`src/rtl/uart_rx_ctrl.sv`:
```
// -----------------------------------------------------------------------------
// uart_rx_ctrl
//
// Receive-path sequencer for the UART RX. It tracks the edge position inside
// each bit and the bit position inside the frame. From these it raises the
// sampler enable, the deserializer write strobe and the start/parity/stop check
// strobes. Each frame ends with a one-cycle data_valid or frame_err pulse.
//
// Build option:
//   UART_RX_PARITY_EN  - when defined, a PARITY bit follows the data bits
//                        whenever PAR_EN is high at frame start. When
//                        undefined, PAR_EN and par_err are ignored and
//                        par_chk_en is held at 0.
//
// Ports:
//   CLK          in   oversampling clock
//   RST          in   asynchronous active-low reset
//   RX_IN        in   synchronized serial line, idle high
//   PAR_EN       in   frame carries a parity bit (parity builds only)
//   Prescale     in   clock edges per bit; clamped to >= 8 and forced even
//   strt_glitch  in   start checker result, sampled while strt_chk_en is high
//   par_err      in   parity checker result, sampled while par_chk_en is high
//   stp_err      in   stop checker result, sampled while stp_chk_en is high
//   dat_samp_en  out  sampler enable, high in every non-IDLE state
//   edge_cnt     out  edge index inside the current bit
//   bit_cnt      out  bit index: start 0, data 1..DATA_WIDTH, then parity/stop
//   deser_en     out  deserializer write strobe (writes position bit_cnt-1)
//   strt_chk_en  out  start check strobe
//   par_chk_en   out  parity check strobe
//   stp_chk_en   out  stop check strobe
//   data_valid   out  one-cycle pulse, frame received without error
//   frame_err    out  one-cycle pulse, frame ended with parity or stop error
//   fsm_state    out  current state encoding (0 IDLE, 1 START, 2 DATA,
//                     3 PARITY, 4 STOP), for observation
//
// All strobes are registered and high for exactly one cycle, in the cycle
// where edge_cnt equals the check edge C = P/2 + 2, P being the prescale
// latched at frame start.
// -----------------------------------------------------------------------------
module uart_rx_ctrl #(
   parameter int DATA_WIDTH = 8,
   parameter int PRESCALE_W = 6
) (
   input  logic                  CLK,
   input  logic                  RST,
   input  logic                  RX_IN,
   input  logic                  PAR_EN,
   input  logic [PRESCALE_W-1:0] Prescale,
   input  logic                  strt_glitch,
   input  logic                  par_err,
   input  logic                  stp_err,
   output logic                  dat_samp_en,
   output logic [PRESCALE_W-1:0] edge_cnt,
   output logic [3:0]            bit_cnt,
   output logic                  deser_en,
   output logic                  strt_chk_en,
   output logic                  par_chk_en,
   output logic                  stp_chk_en,
   output logic                  data_valid,
   output logic                  frame_err,
   output logic [2:0]            fsm_state
);

   typedef enum logic [2:0] {
      S_IDLE   = 3'd0,
      S_START  = 3'd1,
      S_DATA   = 3'd2,
      S_PARITY = 3'd3,
      S_STOP   = 3'd4
   } state_t;

   localparam logic [PRESCALE_W-1:0] P_MIN     = PRESCALE_W'(8);
   localparam logic [PRESCALE_W-1:0] ONE       = PRESCALE_W'(1);
   localparam logic [PRESCALE_W-1:0] TWO       = PRESCALE_W'(2);
   localparam logic [3:0]            LAST_DATA = 4'(DATA_WIDTH);

   state_t                state_q;
   state_t                state_nxt;
   logic [PRESCALE_W-1:0] edge_nxt;
   logic [3:0]            bit_nxt;
   logic [PRESCALE_W-1:0] p_q;
   logic [PRESCALE_W-1:0] p_nxt;
   logic [PRESCALE_W-1:0] p_clamped;
   logic [PRESCALE_W-1:0] c_nxt;
   logic                  par_act_q;
   logic                  par_act_nxt;
   logic                  par_flag_q;
   logic                  par_flag_nxt;
   logic                  edge_last;
   logic                  armed;
   logic                  par_en_gated;
   logic                  par_hit;

   logic                  deser_d;
   logic                  strt_d;
   logic                  par_d;
   logic                  stp_d;
   logic                  dv_d;
   logic                  fe_d;
   logic                  stop_done;
   logic                  err_any;
   logic                  at_check;

`ifdef UART_RX_PARITY_EN
   assign par_en_gated = PAR_EN;
   assign par_hit      = par_chk_en & par_err;
`else
   logic unused_par_inputs;
   assign par_en_gated      = 1'b0;
   assign par_hit           = 1'b0;
   assign unused_par_inputs = PAR_EN ^ par_err;
`endif

   // Clamp to the minimum ratio, then force even so C lands on a whole edge.
   always_comb begin
      p_clamped    = (Prescale < P_MIN) ? P_MIN : Prescale;
      p_clamped[0] = 1'b0;
   end

   assign edge_last = (edge_cnt == (p_q - ONE));

   // The end-of-frame pulse cycle is already IDLE; a start edge is only
   // accepted from the following cycle.
   assign armed = ~(data_valid | frame_err);

   // -------------------------------------------------------------------------
   // State register (with counters and per-frame latches)
   // -------------------------------------------------------------------------
   always_ff @(posedge CLK or negedge RST) begin
      if (!RST) begin
         state_q    <= S_IDLE;
         edge_cnt   <= '0;
         bit_cnt    <= '0;
         p_q        <= '0;
         par_act_q  <= 1'b0;
         par_flag_q <= 1'b0;
      end else begin
         state_q    <= state_nxt;
         edge_cnt   <= edge_nxt;
         bit_cnt    <= bit_nxt;
         p_q        <= p_nxt;
         par_act_q  <= par_act_nxt;
         par_flag_q <= par_flag_nxt;
      end
   end

   // -------------------------------------------------------------------------
   // Next-state logic
   // -------------------------------------------------------------------------
   always_comb begin
      state_nxt    = state_q;
      edge_nxt     = edge_cnt;
      bit_nxt      = bit_cnt;
      p_nxt        = p_q;
      par_act_nxt  = par_act_q;
      par_flag_nxt = par_flag_q | par_hit;

      // Edge/bit counting common to all non-IDLE states.
      if (state_q != S_IDLE) begin
         if (edge_last) begin
            edge_nxt = '0;
            bit_nxt  = bit_cnt + 4'd1;
         end else begin
            edge_nxt = edge_cnt + ONE;
         end
      end

      case (state_q)
         S_IDLE: begin
            edge_nxt = '0;
            bit_nxt  = '0;
            if (!RX_IN && armed) begin
               state_nxt    = S_START;
               p_nxt        = p_clamped;
               par_act_nxt  = par_en_gated;
               par_flag_nxt = 1'b0;
            end
         end
         S_START: begin
            if (strt_chk_en && strt_glitch) begin
               state_nxt = S_IDLE;
               edge_nxt  = '0;
               bit_nxt   = '0;
            end else if (edge_last) begin
               state_nxt = S_DATA;
            end
         end
         S_DATA: begin
            if (edge_last && (bit_cnt == LAST_DATA)) begin
               state_nxt = par_act_q ? S_PARITY : S_STOP;
            end
         end
         S_PARITY: begin
            if (edge_last) begin
               state_nxt = S_STOP;
            end
         end
         S_STOP: begin
            // Leave right after the stop check instead of waiting out the bit,
            // so a following start edge is never missed.
            if (stp_chk_en) begin
               state_nxt = S_IDLE;
               edge_nxt  = '0;
               bit_nxt   = '0;
            end
         end
         default: begin
            state_nxt = S_IDLE;
            edge_nxt  = '0;
            bit_nxt   = '0;
         end
      endcase
   end

   // -------------------------------------------------------------------------
   // Output logic: strobes are derived from next-cycle state/counters and
   // registered, so they line up with edge_cnt == C.
   // -------------------------------------------------------------------------
   always_comb begin
      c_nxt     = (p_nxt >> 1) + TWO;
      at_check  = (edge_nxt == c_nxt);
      strt_d    = (state_nxt == S_START) && at_check;
      deser_d   = (state_nxt == S_DATA) && at_check;
`ifdef UART_RX_PARITY_EN
      par_d     = (state_nxt == S_PARITY) && at_check;
`else
      par_d     = 1'b0;
`endif
      stp_d     = (state_nxt == S_STOP) && at_check;
      stop_done = (state_q == S_STOP) && stp_chk_en;
      err_any   = par_flag_q | stp_err;
      dv_d      = stop_done & ~err_any;
      fe_d      = stop_done & err_any;
   end

   always_ff @(posedge CLK or negedge RST) begin
      if (!RST) begin
         deser_en    <= 1'b0;
         strt_chk_en <= 1'b0;
         par_chk_en  <= 1'b0;
         stp_chk_en  <= 1'b0;
         data_valid  <= 1'b0;
         frame_err   <= 1'b0;
      end else begin
         deser_en    <= deser_d;
         strt_chk_en <= strt_d;
         par_chk_en  <= par_d;
         stp_chk_en  <= stp_d;
         data_valid  <= dv_d;
         frame_err   <= fe_d;
      end
   end

   assign dat_samp_en = (state_q != S_IDLE);
   assign fsm_state   = state_q;

endmodule

```
`config.mk`:
```
export PLATFORM = sky130hd
export DESIGN_NAME = uart_rx_ctrl
export DESIGN_NICKNAME = d
export VERILOG_FILES = /design/src/rtl/uart_rx_ctrl.sv
export SDC_FILE = /design/constraint.sdc
export NUM_CORES = 1
export LEC_CHECK = 0
export ABC_AREA = 0
export CAP_MARGIN = 25
export CORE_MARGIN = 2
export CORE_UTILIZATION = 45
export CTS_CLUSTER_SIZE = 25
export DETAILED_ROUTE_END_ITERATION = 12
export HOLD_SLACK_MARGIN = 0.08
export PLACE_DENSITY = 0.71
export SYNTH_ARGS = -nofsm -noshare
export SYNTH_HDL_FRONTEND = slang
export SYNTH_SLANG_ARGS = --single-unit
```
`constraint.sdc`:
```
create_clock -name CLK -period 2.6 [get_ports CLK]
set_input_delay 0.52 -clock CLK [delete_from_list [all_inputs] [get_ports CLK]]
set_output_delay 0.52 -clock CLK [all_outputs]
set_load 0.01 [all_outputs]
```
==> impl_metrics.ini, run 1 <==
[routing]
wl_um = 3880
drc = 0
viasPerCell = 5.43
ant_nets = 0
via_count = 1362
first_pass_iters = 4
drt_iter0_markers = 130
wl_per_cell_um = 15.5

[power_and_ir_drop]
clkPwrFrac = 0.297
power_mw = 0.571
leakagePower_nw = 0.863
p_int_mw = 0.442
pwr-share-comb = 0.076
sw_frac_of_total = 0.226
switching_power_mw = 0.129
p_per_area_nw_per_um2 = 271
pwr-share-seq = 0.627
vdd_ir_drop_max_mv = 0.159

[job]
max_cap_viol_count = 0

[synth]
syn_area_um2 = 1510
synth_ff_type = dfrtp_1
synth_fp_nets = 175
yosys-mux-area-fraction = 0.0299
synthArstFlopShare = 1.00
synth-simple-area-share = 0.234
synth_compound_area_frac = 0.144
yosys.area_share.adder = 0.0416
synth.avg_cell_area_um2 = 9.59
synth_xor_xnor_area_share = 0.115
synth_edf_count = 0
yosys.cell_types.count = 47
synth_top_family_by_area = simple AND/OR/NAND/NOR gates
ys_ff_latch = 23
seq_area_frac_synth = 0.382
ys_warn_count = 0
synth_cells = 157

[floorplanning]
rows = 20
coreArea_um2 = 3130
fp.dieArea_um2 = 3820
num_io_pins = 33
die_height_um = 61.8
die-width_um = 61.8
start_util = 0.481

[clock_network]
root_buffer = clkbuf_4
cts_max_level = 1
cts_tree = built
clock_sinks = 23
clockBufferDepth = 2
clkTransAtPathRegs_ns = 0.14
insertion_delay_ns = 0.32
cts_buffers = 3

[setup_path]
cp_cell_sequence = clkdlybuf4s50_1 > o31ai_1 > o21ai_4 > ha_4 > o21ai_4 > nand2_1 > or4_1 > o211a_4 > nor4b_1
critPathCaptureType = flop
slowest_delay_ns = 0.51
path_max_fanout = 4
critical_path_arrival_ns = 2.82
cp.required_ns = 2.82
path_delay_family = simple AND/OR/NAND/NOR gates
cp_common_cell = o21ai_4
critPathKind = in -> reg
crit_path_start_kind = input pin
crit_buf_inv = 1
slowest_stage = or4_1

[placed_design]
place_congestion = 0.824
portBuffers = 28
place_area_um2 = 1960
dp_hpwl_um = 2840

[final_layout]
design_area_um2 = 2100
final_nets = 226
mostFrequentLayoutCell = clkdlybuf4s50_1
most-common-layout-cells = clkdlybuf4s50_1, dfrtp_1, buf_4
utilization = 0.673
drive_gt1_frac = 0.246
syn2layout_area_growth_pct = 39.8
diodes = 0

[status]
status = finished, final reports clean

[global_route]
antenna_found_initial = 0
grt_pass1_wl_um = 6110
grt_overflow = 0
grt_pass1_vias = 1302
grt_max_degree = 24
grt_usage = 0.216

[sta]
finalCritPeriodShare = 1.00
drv_slew = 0
fmax_ghz = 0.385
fin_tns_setup_ns = 0
layout_min_cycle_time_ns = 2.60
finClkSkew_ns = 0.0138
setup_violations = 0
whs_ns = 0.543
hold_viol_final = 0

[hold_path]
hp-class = in -> async
[flip-flops by register name, summed over array words and instances, names as in the netlist]
| signal | count |
|---|---|
| stp_chk_en | 1 |
| strt_chk_en | 1 |
| bit_cnt | 4 |
| data_valid | 1 |
| fsm_state | 3 |
| p_q | 5 |
| edge_cnt | 6 |
| frame_err | 1 |
| deser_en | 1 |
[per-layer routing]
layer,vias to the layer above,global-route usage,wire length (um),share of wire
li1,653,-,-,-
met3,6,0.0269,238,0.061
met2,47,0.364,1910,0.49
met5,-,0,0,0
met1,656,0.297,1690,0.44
met4,0,0.0547,42,0.011
[Yosys cell counts, types with 2 or more instances]
library cell	count	area, um^2
dfrtp_1	23	576
xor2_1	4	35.0
o31ai_1	3	22.5
xnor2_2	2	32.5
a21o_1	2	15.0
nor3_1	6	30.0
nor4b_1	2	17.5
o21ai_0	6	30.0
nor4_1	3	18.8
o211ai_2	2	25.0
inv_1	10	37.5
nor4b_2	2	30.0
nand3_1	4	20.0
and4_1	2	17.5
nand2_1	15	56.3
ha_1	5	62.6
nor2_1	20	75.1
nand2b_1	2	12.5
mux2i_1	3	30.0
buf_4	2	15.0
a21oi_1	2	10.0
xnor2_1	12	105
[power by group through the flow]
stage,sequential [mW],combinational (mW),clock (mW)
after floorplan,0.365,0.00525,0
after global placement,0.364,0.0389,0
after detailed placement,0.364,0.0398,0
after CTS,0.358,0.0406,0.172
after global routing,0.358,0.0475,0.187
final,0.358,0.0432,0.170
[area by class of cell]
cell class,count,area (um^2)
Clock buffer,4,26.3
Tap cell,44,55.1
Multi-Input combinational cell,118,951
Inverter,11,41.3
Sequential cell,23,576
Timing Repair Buffer,51,455
Fill cell,243,1020
[cells by family after synthesis]
| kind of cell | count (synthesis) |
|---|---|
| other cells | 1 |
| buf+inv | 16 |
| fa+ha+maj | 5 |
| flops | 23 |
| xor+xnor | 18 |
| simple gates | 64 |
| mux | 4 |
| compound gates | 26 |
[metrics by stage]
step,instances,setup WS [ns]
CTS,248,0.0422
detailed placement,244,-0.415
global route,251,-0.103
floorplan,157,0.0152
global placement,244,-0.387
finish,251,0.000837
[worst paths after layout]
kind | slack, ns | cells past startpoint | endpoint | start
max | 0.0008 | 9 | stp_chk_en | Prescale[5]
min | 0.54 | 2 | frame_err | RST
max reg2reg | 0.10 | 10 | stp_chk_en | fsm_state[1]
min reg2reg | 0.60 | 2 | bit_cnt[3] | bit_cnt[3]
max in group asynchronous | 1.82 | 2 | bit_cnt[1] | RST
min in group CLK | 0.60 | 2 | bit_cnt[3] | bit_cnt[3]
[repair_timing]
item                       CTS  global route
setup buffers                0             3
resized for setup            5            15
setup endpoints to repair    3             3
hold buffers                 0             0
pin swaps                    0             6
No activity file was read; power rests on OpenSTA's default activity.
==> inputs of run 2 (changes only) <==
--- a/config.mk
+++ b/config.mk
@@ -8,11 +8,12 @@
 export ABC_AREA = 0
 export CAP_MARGIN = 25
 export CORE_MARGIN = 2
-export CORE_UTILIZATION = 45
+export CORE_UTILIZATION = 50
 export CTS_CLUSTER_SIZE = 25
 export DETAILED_ROUTE_END_ITERATION = 12
+export DONT_BUFFER_PORTS = 1
 export HOLD_SLACK_MARGIN = 0.08
-export PLACE_DENSITY = 0.71
+export PLACE_DENSITY = 0.64
 export SYNTH_ARGS = -nofsm -noshare
 export SYNTH_HDL_FRONTEND = slang
 export SYNTH_SLANG_ARGS = --single-unit
==> impl_metrics.ini, run 2 (synthesized netlist as in run 1, its figures left out) <==
[setup_path]
ff2ff_setup_slack_ns = 0.17
cp.required_ns = 2.82
critPathCaptureType = flop
crit_path_start_kind = flop
path_max_fanout = 8
critPathKind = reg -> reg
critical_path_arrival_ns = 2.65

[sta]
layout_min_cycle_time_ns = 2.43
finalCritPeriodShare = 0.934
whs_ns = 0.239
drv_slew = 0
fmax_ghz = 0.412
finClkSkew_ns = 0.0128
hold_viol_final = 0
fin_tns_setup_ns = 0
setup_violations = 0
fin_ws_ns = 0.172
rsz0062_at_grt = false

[placed_design]
portBuffers = 0
post-place-cells = 194
place_congestion = 0.843
dp_hpwl_um = 2700
pre_cts_slack_ns = -0.0110
place_area_um2 = 1590

[clock_network]
root_buffer = clkbuf_4
clockBufferDepth = 2
cts_buffers = 3
clkTransAtPathRegs_ns = 0.14
insertion_delay_ns = 0.32
cts_tree = built
cts_max_level = 1
clock_sinks = 23

[final_layout]
stdcell_count = 200
syn2layout_area_growth_pct = 9.73
utilization = 0.589
largest_register_ffs = 6
seq_area_um2 = 576
most-common-layout-cells = dfrtp_1, nor2_1, nand2_1
multi_input_area_um2 = 861
mostFrequentLayoutCell = dfrtp_1
reg_top3 = edge_cnt: 6 flops, p_q: 5 flops, bit_cnt: 4 flops
regMostFlops = edge_cnt
final_nets = 188
n_fill_cell = 255
diodes = 0
drive_gt1_frac = 0.207
design_area_um2 = 1650

[floorplanning]
num_io_pins = 33
die_height_um = 58.9
die-width_um = 58.9
coreArea_um2 = 2810
fp.dieArea_um2 = 3470
rows = 19
start_util = 0.537

[routing]
viasPerCell = 5.93
drt_iter0_markers = 49
ant_nets = 0
via_count = 1186
wl_per_cell_um = 17.6
first_pass_iters = 8
drc = 4
wl_um = 3520

[global_route]
antenna_found_initial = 0
grt_pass1_wl_um = 5730
grt_pass1_vias = 1253
grt_usage = 0.225
grt_max_degree = 24
grt_overflow = 0

[status]
status = finished, violations left
violations = DRC

[hold_path]
hp-class = in -> reg

[power_and_ir_drop]
vdd_ir_drop_max_mv = 0.169
leakagePower_nw = 0.700
p_per_area_nw_per_um2 = 332
power_mw = 0.548

[job]
max_cap_viol_count = 0
run 2: critical path, cell delays in order (launching register included):
cell and delay [ns]:
dfrtp_1 0.41, nor3_1 0.22, buf_4 0.18, nand2_4 0.09, nand2_1 0.09, o21ai_1 0.08, ha_2 0.22, xnor2_2 0.15
or4_1 0.46, o211a_2 0.16, nor4b_1 0.27
run 2: area by class of cell:
class	instances	share of cell area
Clock inverter	1	0.00303
Sequential cell	23	0.348
Inverter	11	0.0250
Multi-Input combinational cell	118	0.521
Tap cell	31	0.0235
Timing Repair Buffer	13	0.0652
Clock buffer	3	0.0136
run 2: power breakdown:
part | internal (mW) | switching (mW)
Clock | 0.0576 | 0.115
Sequential | 0.358 | 0
Combinational | 0.00603 | 0.0110
Total | 0.421 | 0.126
run 2: timing repair:
| action | in CTS | in global routing |
|---|---|---|
| hold endpoints to repair | 23 | 0 |
| setup endpoints to repair | 0 | 3 |
| gates resized for setup | 0 | 4 |
| hold buffers | 1 | 0 |
| setup buffers | 0 | 0 |
run 2: worst paths after layout:
kind,from,endpoint,cells after the start
setup / recovery,frame_err,stp_chk_en,10
hold / removal,stp_err,data_valid,1
setup reg to reg,frame_err,stp_chk_en,10
hold reg to reg,p_q[3],p_q[3],2
max in group asynchronous,RST,p_q[5],2
min in group asynchronous,RST,edge_cnt[1],1
run 2: per-layer routing:
| metal | global-route usage | vias to the layer above | part of all wire |
|---|---|---|---|
| met5 | 0 | - | 0 |
| met2 | 0.386 | 41 | 0.50 |
| met1 | 0.271 | 570 | 0.42 |
| met4 | 0.0909 | 0 | 0.013 |
| met3 | 0.0527 | 4 | 0.071 |
| li1 | - | 571 | - |
